<file path="config.mk">
export PLATFORM = sky130hd
export DESIGN_NAME = plic_claim_sequencer_flat
export DESIGN_NICKNAME = d
export VERILOG_FILES = /design/src/rtl/plic_claim_sequencer_if.sv /design/src/rtl/plic_claim_sequencer.sv /design/src/flat_wrapper.sv
export SDC_FILE = /design/constraint.sdc
export NUM_CORES = 1
export LEC_CHECK = 0
export BUFFER_PORTS_ARGS = -buffer_cell sky130_fd_sc_hd__buf_2
export CORE_MARGIN = 2
export CORE_UTILIZATION = 30
export CTS_CLUSTER_DIAMETER = 40
export DETAILED_ROUTE_END_ITERATION = 16
export SLEW_MARGIN = 30
export SYNTH_ARGS = -nofsm -noshare
export SYNTH_HDL_FRONTEND = slang
export SYNTH_SLANG_ARGS = --single-unit
</file>
<file path="constraint.sdc">
create_clock -name clock -period 8.57 [get_ports clock]
set_clock_uncertainty 0.05 [all_clocks]
set_input_delay 1.714 -clock clock [delete_from_list [all_inputs] [get_ports clock]]
set_output_delay 1.714 -clock clock [all_outputs]
set_load 0.005 [all_outputs]
</file>
<file path="src/rtl/plic_claim_sequencer_if.sv">
// ---------------------------------------------------------------------------
// plic_claim_sequencer_if
//
// Purpose: groups all non-clock/reset signals of the PLIC claim sequencer
// into one bundle. The "master" side is the hart/bus agent that drives
// sources, configuration, claims and completions. The "slave" side is the
// sequencer itself.
//
// Signals (widths follow N_SRC / PRIO_W, ID_W = clog2(N_SRC+1)):
//   src            [N_SRC]         synchronized interrupt lines, bit i-1 = ID i
//   prio           [N_SRC*PRIO_W]  flat per-source priority, slice i-1 = ID i
//   enable         [N_SRC]         per-source enable for this target
//   threshold      [PRIO_W]        target priority threshold
//   irq            [1]             interrupt request to the hart
//   claim_req      [1]             single-cycle claim pulse
//   claim_ack      [1]             claim response valid
//   claim_id       [ID_W]          claimed source ID (0 = none)
//   complete_valid [1]             completion pulse
//   complete_id    [ID_W]          ID being completed
//   pending        [N_SRC]         gateway pending bits
// ---------------------------------------------------------------------------
interface plic_claim_sequencer_if #(
  parameter int N_SRC  = 8,
  parameter int PRIO_W = 3
);
  localparam int ID_W = $clog2(N_SRC + 1);

  logic [N_SRC-1:0]        src;
  logic [N_SRC*PRIO_W-1:0] prio;
  logic [N_SRC-1:0]        enable;
  logic [PRIO_W-1:0]       threshold;
  logic                    irq;
  logic                    claim_req;
  logic                    claim_ack;
  logic [ID_W-1:0]         claim_id;
  logic                    complete_valid;
  logic [ID_W-1:0]         complete_id;
  logic [N_SRC-1:0]        pending;

  modport master (
    output src, prio, enable, threshold, claim_req, complete_valid, complete_id,
    input  irq, claim_ack, claim_id, pending
  );

  modport slave (
    input  src, prio, enable, threshold, claim_req, complete_valid, complete_id,
    output irq, claim_ack, claim_id, pending
  );
endinterface

</file>
<file path="src/rtl/plic_claim_sequencer.sv">
// ---------------------------------------------------------------------------
// plic_claim_sequencer
//
// Purpose: single-target PLIC core. Per-source gateways latch requests into
// pending bits; a sequential scanner visits one source per cycle (IDs
// 1..N_SRC) looking for the highest-priority enabled pending source, then
// spends one UPDATE cycle publishing the result. irq is raised when the
// published priority exceeds the threshold. A claim returns the published
// ID, moves it from pending to inflight and restarts the sweep; a completion
// clears the inflight bit so the gateway can accept the source again.
//
// Ports:
//   clock  rising-edge clock
//   reset  asynchronous active-low reset
//   bus    plic_claim_sequencer_if.slave (src, prio, enable, threshold,
//          irq, claim_req/claim_ack/claim_id, complete_valid/complete_id,
//          pending)
//
// Configuration macro:
//   PLIC_SEQ_EDGE_GW_EN  defined   -> edge-triggered gateways (0->1 on src)
//                        undefined -> level-triggered gateways
// ---------------------------------------------------------------------------
module plic_claim_sequencer #(
  parameter int N_SRC  = 8,
  parameter int PRIO_W = 3
) (
  input logic                   clock,
  input logic                   reset,
  plic_claim_sequencer_if.slave bus
);
  localparam int ID_W = $clog2(N_SRC + 1);

  typedef enum logic {
    SCAN   = 1'b0,
    UPDATE = 1'b1
  } state_t;

  state_t            state, state_nxt;
  logic [ID_W-1:0]   scan_idx, scan_idx_nxt;
  logic [ID_W-1:0]   run_id, run_id_nxt;
  logic [PRIO_W-1:0] run_prio, run_prio_nxt;
  logic [ID_W-1:0]   best_id, best_id_nxt;
  logic [PRIO_W-1:0] best_prio, best_prio_nxt;
  logic              irq_q, irq_nxt;
  logic              claim_ack_q, claim_ack_nxt;
  logic [ID_W-1:0]   claim_id_q, claim_id_nxt;
  logic [N_SRC-1:0]  pending_q, pending_nxt;
  logic [N_SRC-1:0]  inflight_q, inflight_nxt;

  logic [N_SRC-1:0]  gw_set;
  logic [N_SRC-1:0]  claim_mask;
  logic [N_SRC-1:0]  complete_mask;
  logic [ID_W-1:0]   claim_sel;
  logic              cur_pend;
  logic              cur_en;
  logic [PRIO_W-1:0] cur_prio;

  // -------------------------------------------------------------------------
  // Gateways
  // -------------------------------------------------------------------------
`ifdef PLIC_SEQ_EDGE_GW_EN
  logic [N_SRC-1:0] src_q;

  always_ff @(posedge clock or negedge reset) begin
    if (!reset) src_q <= '0;
    else        src_q <= bus.src;
  end

  // Rising edges seen while pending or inflight are dropped, not counted.
  assign gw_set = bus.src & ~src_q & ~inflight_q & ~pending_q;
`else
  assign gw_set = bus.src & ~inflight_q & ~pending_q;
`endif

  // -------------------------------------------------------------------------
  // Claim / complete decode
  // -------------------------------------------------------------------------
  // A claim only returns a real ID while irq is asserted; otherwise ID 0.
  assign claim_sel = irq_q ? best_id : '0;

  always_comb begin
    claim_mask    = '0;
    complete_mask = '0;
    for (int i = 0; i < N_SRC; i++) begin
      if (bus.claim_req && (claim_sel == ID_W'(i + 1)))
        claim_mask[i] = 1'b1;
      // Out-of-range IDs (0, > N_SRC) never match, so they are ignored here.
      if (bus.complete_valid && (bus.complete_id == ID_W'(i + 1)) && inflight_q[i])
        complete_mask[i] = 1'b1;
    end
  end

  // Claim set wins over a same-cycle completion of the same ID.
  assign pending_nxt  = (pending_q | gw_set) & ~claim_mask;
  assign inflight_nxt = (inflight_q & ~complete_mask) | claim_mask;

  assign claim_ack_nxt = bus.claim_req;
  assign claim_id_nxt  = bus.claim_req ? claim_sel : '0;

  // -------------------------------------------------------------------------
  // Scanner: select the source currently being visited
  // -------------------------------------------------------------------------
  always_comb begin
    cur_pend = 1'b0;
    cur_en   = 1'b0;
    cur_prio = '0;
    for (int i = 0; i < N_SRC; i++) begin
      if (scan_idx == ID_W'(i + 1)) begin
        cur_pend = pending_q[i];
        cur_en   = bus.enable[i];
        cur_prio = bus.prio[i*PRIO_W +: PRIO_W];
      end
    end
  end

  // -------------------------------------------------------------------------
  // Scanner FSM next-state
  // -------------------------------------------------------------------------
  always_comb begin
    state_nxt     = state;
    scan_idx_nxt  = scan_idx;
    run_id_nxt    = run_id;
    run_prio_nxt  = run_prio;
    best_id_nxt   = best_id;
    best_prio_nxt = best_prio;
    irq_nxt       = irq_q;

    if (bus.claim_req) begin
      // Any claim invalidates the published result and restarts the sweep.
      state_nxt     = SCAN;
      scan_idx_nxt  = ID_W'(1);
      run_id_nxt    = '0;
      run_prio_nxt  = '0;
      best_id_nxt   = '0;
      best_prio_nxt = '0;
      irq_nxt       = 1'b0;
    end else begin
      case (state)
        SCAN: begin
          // Strictly-greater compare keeps the lowest ID on ties; since the
          // running best starts at 0, priority-0 sources never qualify.
          if (cur_pend && cur_en && (cur_prio > run_prio)) begin
            run_id_nxt   = scan_idx;
            run_prio_nxt = cur_prio;
          end
          if (scan_idx == ID_W'(N_SRC))
            state_nxt = UPDATE;
          else
            scan_idx_nxt = scan_idx + ID_W'(1);
        end
        UPDATE: begin
          best_id_nxt   = run_id;
          best_prio_nxt = run_prio;
          irq_nxt       = (run_prio > bus.threshold);
          run_id_nxt    = '0;
          run_prio_nxt  = '0;
          scan_idx_nxt  = ID_W'(1);
          state_nxt     = SCAN;
        end
        default: begin
          state_nxt    = SCAN;
          scan_idx_nxt = ID_W'(1);
        end
      endcase
    end
  end

  // -------------------------------------------------------------------------
  // State registers
  // -------------------------------------------------------------------------
  always_ff @(posedge clock or negedge reset) begin
    if (!reset) begin
      state       <= SCAN;
      scan_idx    <= ID_W'(1);
      run_id      <= '0;
      run_prio    <= '0;
      best_id     <= '0;
      best_prio   <= '0;
      irq_q       <= 1'b0;
      claim_ack_q <= 1'b0;
      claim_id_q  <= '0;
      pending_q   <= '0;
      inflight_q  <= '0;
    end else begin
      state       <= state_nxt;
      scan_idx    <= scan_idx_nxt;
      run_id      <= run_id_nxt;
      run_prio    <= run_prio_nxt;
      best_id     <= best_id_nxt;
      best_prio   <= best_prio_nxt;
      irq_q       <= irq_nxt;
      claim_ack_q <= claim_ack_nxt;
      claim_id_q  <= claim_id_nxt;
      pending_q   <= pending_nxt;
      inflight_q  <= inflight_nxt;
    end
  end

  assign bus.irq       = irq_q;
  assign bus.claim_ack = claim_ack_q;
  assign bus.claim_id  = claim_id_q;
  assign bus.pending   = pending_q;

endmodule

</file>
<file path="src/flat_wrapper.sv">
// flat-port wrapper written by rule: the top's interface ports become plain ports
module plic_claim_sequencer_flat 
#(
  parameter int N_SRC  = 8,
  parameter int PRIO_W = 3
)
  (clock, reset, bus_src, bus_prio, bus_enable, bus_threshold, bus_claim_req, bus_complete_valid, bus_complete_id, bus_irq, bus_claim_ack, bus_claim_id, bus_pending);
  plic_claim_sequencer_if #(.N_SRC(N_SRC), .PRIO_W(PRIO_W)) bus_i ();
  input logic clock;
  input logic reset;
  input wire logic [$bits(bus_i.src)-1:0] bus_src;
  input wire logic [$bits(bus_i.prio)-1:0] bus_prio;
  input wire logic [$bits(bus_i.enable)-1:0] bus_enable;
  input wire logic [$bits(bus_i.threshold)-1:0] bus_threshold;
  input wire logic [$bits(bus_i.claim_req)-1:0] bus_claim_req;
  input wire logic [$bits(bus_i.complete_valid)-1:0] bus_complete_valid;
  input wire logic [$bits(bus_i.complete_id)-1:0] bus_complete_id;
  output wire logic [$bits(bus_i.irq)-1:0] bus_irq;
  output wire logic [$bits(bus_i.claim_ack)-1:0] bus_claim_ack;
  output wire logic [$bits(bus_i.claim_id)-1:0] bus_claim_id;
  output wire logic [$bits(bus_i.pending)-1:0] bus_pending;
  assign bus_i.src = bus_src;
  assign bus_i.prio = bus_prio;
  assign bus_i.enable = bus_enable;
  assign bus_i.threshold = bus_threshold;
  assign bus_i.claim_req = bus_claim_req;
  assign bus_i.complete_valid = bus_complete_valid;
  assign bus_i.complete_id = bus_complete_id;
  assign bus_irq = bus_i.irq;
  assign bus_claim_ack = bus_i.claim_ack;
  assign bus_claim_id = bus_i.claim_id;
  assign bus_pending = bus_i.pending;
  plic_claim_sequencer #(.N_SRC(N_SRC), .PRIO_W(PRIO_W)) u_core (.clock(clock), .reset(reset), .bus(bus_i));
endmodule
</file>
==> results by group <==
Final layout
  – Area Growth Syn to Fin: 21.4%
  – Non-filler cells, final: a little under 400
  – Design Area, Final: 2700 µm²
  – Fraction of layout cells with a size suffix above 1: a little over a quarter
  – Register Area: ~950 µm²
  – Antenna fix cells: 0
  – Layout fillers: just under 800
  – Multi-input gate area: 1160 µm²
  – Nets: 355

STA
  – Final Hold Fails: 0
  – Final setup vio count: 0
  – Measured slew at the worst slew-check pin: 0.878 ns
  – Slew headroom: approximately two fifths
  – Post-route setup TNS: 0 ns
  – Maximum clock rate: between 200 and 300 MHz
  – Final worst setup slack: 5.06 ns
  – Tmin final: 3.51 ns
  – RSZ-0062 raised after global routing: false
  – Max-slew violations: 0
  – Final period util: around two fifths

Setup path
  – Worst endpoint required time: 8.73 ns
  – Slowest stage delay, CP: about 0.5 ns
  – CP Buf/Inv Count: 1
  – Cell family with most CP delay: compound AO/OA/AOI/OAI gates
  – Stages on worst setup path: 9
  – CP arrival: 3.67 ns
  – Crit Path Category: input pin to flop
  – Worst-path maximum fanout: 7
  – Cells along the critical path: buf_2, a221oi_1, a2111oi_1, o21ai_0, ha_1, a32oi_1, o21ai_1, a21oi_4, mux2i_1
  – Crit end category: flop
  – Reg2Reg Depth: 11
  – Slowest-stage cell, CP: a2111oi_1
  – Crit path launch type: input pin

Clock tree
  – Clk buf depth: 2
  – Worst skew pair latency: 0.29 ns
  – Post-CTS Resized: 0
  – Cts bufs inserted: 5
  – Clk sink count: 38
  – H-tree levels: 2
  – CTS Hold Buffers Added: 0
  – CTS root buf: clkbuf_8
  – CTS clk-pin slew, worst paths: ~0.070 ns
  – Setup Buffers After CTS: 0
  – CTS tree: built

Synthesis
  – Synth area leaders: dfrtp_1 (42%), ha_1 (5.6%), nand2_1 (5.4%)
  – Synthesis Warnings: 0
  – Sequential-to-total area share from yosys stat: a little over two fifths
  – Gate count of the mapped netlist: 235
  – Syn nets: 296
  – Netlist Area Pre-Place: around 2200 µm²
  – Post-synth top area cell: dfrtp_1
  – Most common cell in the synthesized netlist: dfrtp_1
  – Distinct cells, synth: 48
  – Post-synth EDFFs: 0
  – Synth top area share: between 40% and 50%
  – Ys async rst share: 100%
  – Primary FF master, synth: dfrtp_1
  – #FFs+latches synth: 38
  – Syn avg cell area: around 9.5 µm²
  – Post-synth top cells: dfrtp_1 (37), nand2_1 (32), a21oi_1 (12), inv_1 (12)

Power
  – Lkg Pwr: roughly 1.2 nW
  – Logic pwr share: between 20% and 30%
  – PwrDens: approximately 160 nW/µm²
  – Design Power: about 0.42 mW
  – Part of the power in the clock network: between 20% and 30%
  – Sw Ratio: ~29%
  – Int Pwr: roughly 0.3 mW
  – Sequential power share: 46.5%
  – Peak VDD IR: 64.8 µV
  – P_sw: 0.124 mW

Floorplanning
  – Die Ht: ~90 µm
  – Row count: 31
  – Starting Density: a little under a third
  – Die Area: a little over 8000 µm²
  – Core region area: 7210 µm²
  – Die width: 90.1 µm
  – I/O Pins: 65

Placed design
  – DPL Wire Length: about 4.3 mm
  – Routability cong.: between 0.7 and 0.8
  – # placed instances: around 390
  – Port bufs: 64
  – Pre-CTS setup slack: roughly 4.7 ns
  – Placed Instance Area: 2610 µm²

Detailed routing
  – DR pass1 iterations: 4
  – Iteration-0 DRC count of the detailed router: about 100
  – Residual DRC: 0
  – Drt total wl: about 5.6 mm
  – Avg WL per Cell: ~14 µm
  – Via/cell ratio: 4.84
  – Final ANT Viol Nets: 0
  – Vias: ~1.9k

Global routing
  – Total track usage: 14.2%
  – First-pass GRT wire length: approximately 9.3 mm
  – Vias in the first global route: between 1.5k and 2k
  – Pin count of the biggest net entering global routing: 39
  – Initial antenna violation count: 0
  – Overflow after GRT: 0

Min path
  – Hold Path Stages: 2
  – Min-delay worst type: flop to flop

Outcome
  – Status: complete, no violations

Job
  – Max Cap Viol: 0
[worst paths after layout]
check	start	to	slack [ns]
worst max-delay path	bus_prio[3]	u_core.run_id[3]	5.06
worst min-delay path	u_core.inflight_q[1]	u_core.inflight_q[1]	0.46
worst max register to register	u_core.scan_idx[0]	u_core.run_id[3]	5.21
worst min register to register	u_core.inflight_q[1]	u_core.inflight_q[1]	0.46
max in group asynchronous	reset	u_core.scan_idx[0]	6.76
min in group asynchronous	reset	u_core.bus.claim_id[2]	1.33
[cell type report]
class,count,area share (%)
repair buffers,64,11.9
clock buffers,7,3.19
multi-input cells,172,43.1
clock inverters,1,0.185
inverters,13,1.81
flip-flops and latches,38,35.2
well taps,99,4.58
[metrics by stage]
stage          utilization [%]  hold slack (ns)
5_1_grt                   37.5            0.483
3_3_place_gp              36.2            0.439
3_5_place_dp              36.2            0.446
4_1_cts                   37.4            0.463
6_report                  37.5            0.459
2_1_floorplan                -            0.411
[routing by layer]
layer | track usage [%] | up-vias | part of all wire (%)
li1 | - | 948 | -
met1 | 19.1 | 906 | 48
met2 | 22.6 | 46 | 47
met3 | 3.52 | 7 | 4.5
met4 | 4.23 | 0 | 1.3
met5 | 0 | - | 0
[cell usage in the layout, fill, tap and decap left out, types with 2 or more instances in the layout]
cell type / synthesis / routed
o21ai_1: 4 / 4
buf_2: 4 / 63
o21a_1: 7 / 7
nor3_1: 4 / 4
o21ai_0: 10 / 10
inv_1: 12 / 12
nor2_1: 11 / 11
and2b_1: 2 / 2
a21oi_1: 12 / 12
and3_1: 4 / 4
and3b_1: 3 / 3
o211ai_1: 4 / 4
o311ai_1: 2 / 2
a31oi_1: 2 / 2
nor2b_1: 11 / 11
a221oi_1: 4 / 4
nand2_1: 32 / 32
clkbuf_8: 0 / 6
dfrtp_1: 37 / 37
nand3b_1: 2 / 2
and2_1: 2 / 2
nand3_1: 8 / 8
a32oi_1: 2 / 2
mux2i_1: 11 / 11
ha_1: 10 / 10
nand2b_1: 7 / 7
[worst min-delay path, cell delays in order, from the launching register on]
cell and delay (ns):
dfrtp_1 0.35, o21ai_0 0.08, nand2_1 0.06
[sequential cells by signal (all words and copies together), names as in the netlist]
| register | count |
|---|---|
| u_core.bus.pending | 8 |
| u_core.best_id | 4 |
| u_core.run_prio | 3 |
| u_core.state | 1 |
| u_core.inflight_q | 8 |
| u_core.run_id | 4 |
| u_core.bus.irq | 1 |
| u_core.bus.claim_ack | 1 |
| u_core.bus.claim_id | 4 |
| u_core.scan_idx | 4 |
[power groups by stage]
stage                     sequential (mW)  combinational (mW)  clock, mW
after CTS                           0.196               0.102      0.131
after floorplan                     0.194              0.0761          0
after global routing                0.198               0.114      0.140
final                               0.197               0.100      0.126
after detailed placement            0.200               0.101          0
after global placement              0.200              0.0998          0
[logic make-up (layout without fill, tap and decap cells)]
family / count (synthesis) / in the layout / share of synthesized area (%)
adder cells (fa/ha/maj): 10 / 10 / 5.62
AND/OR/NAND/NOR: 93 / 93 / 22.6
buffers and inverters: 25 / 85 / 4.95
AO/OA/AOI/OAI: 56 / 56 / 18.3
multiplexers: 11 / 11 / 4.95
XOR/XNOR: 2 / 2 / 0.787
flip-flops: 38 / 38 / 42.8
Power figures use the tool's default switching activity.
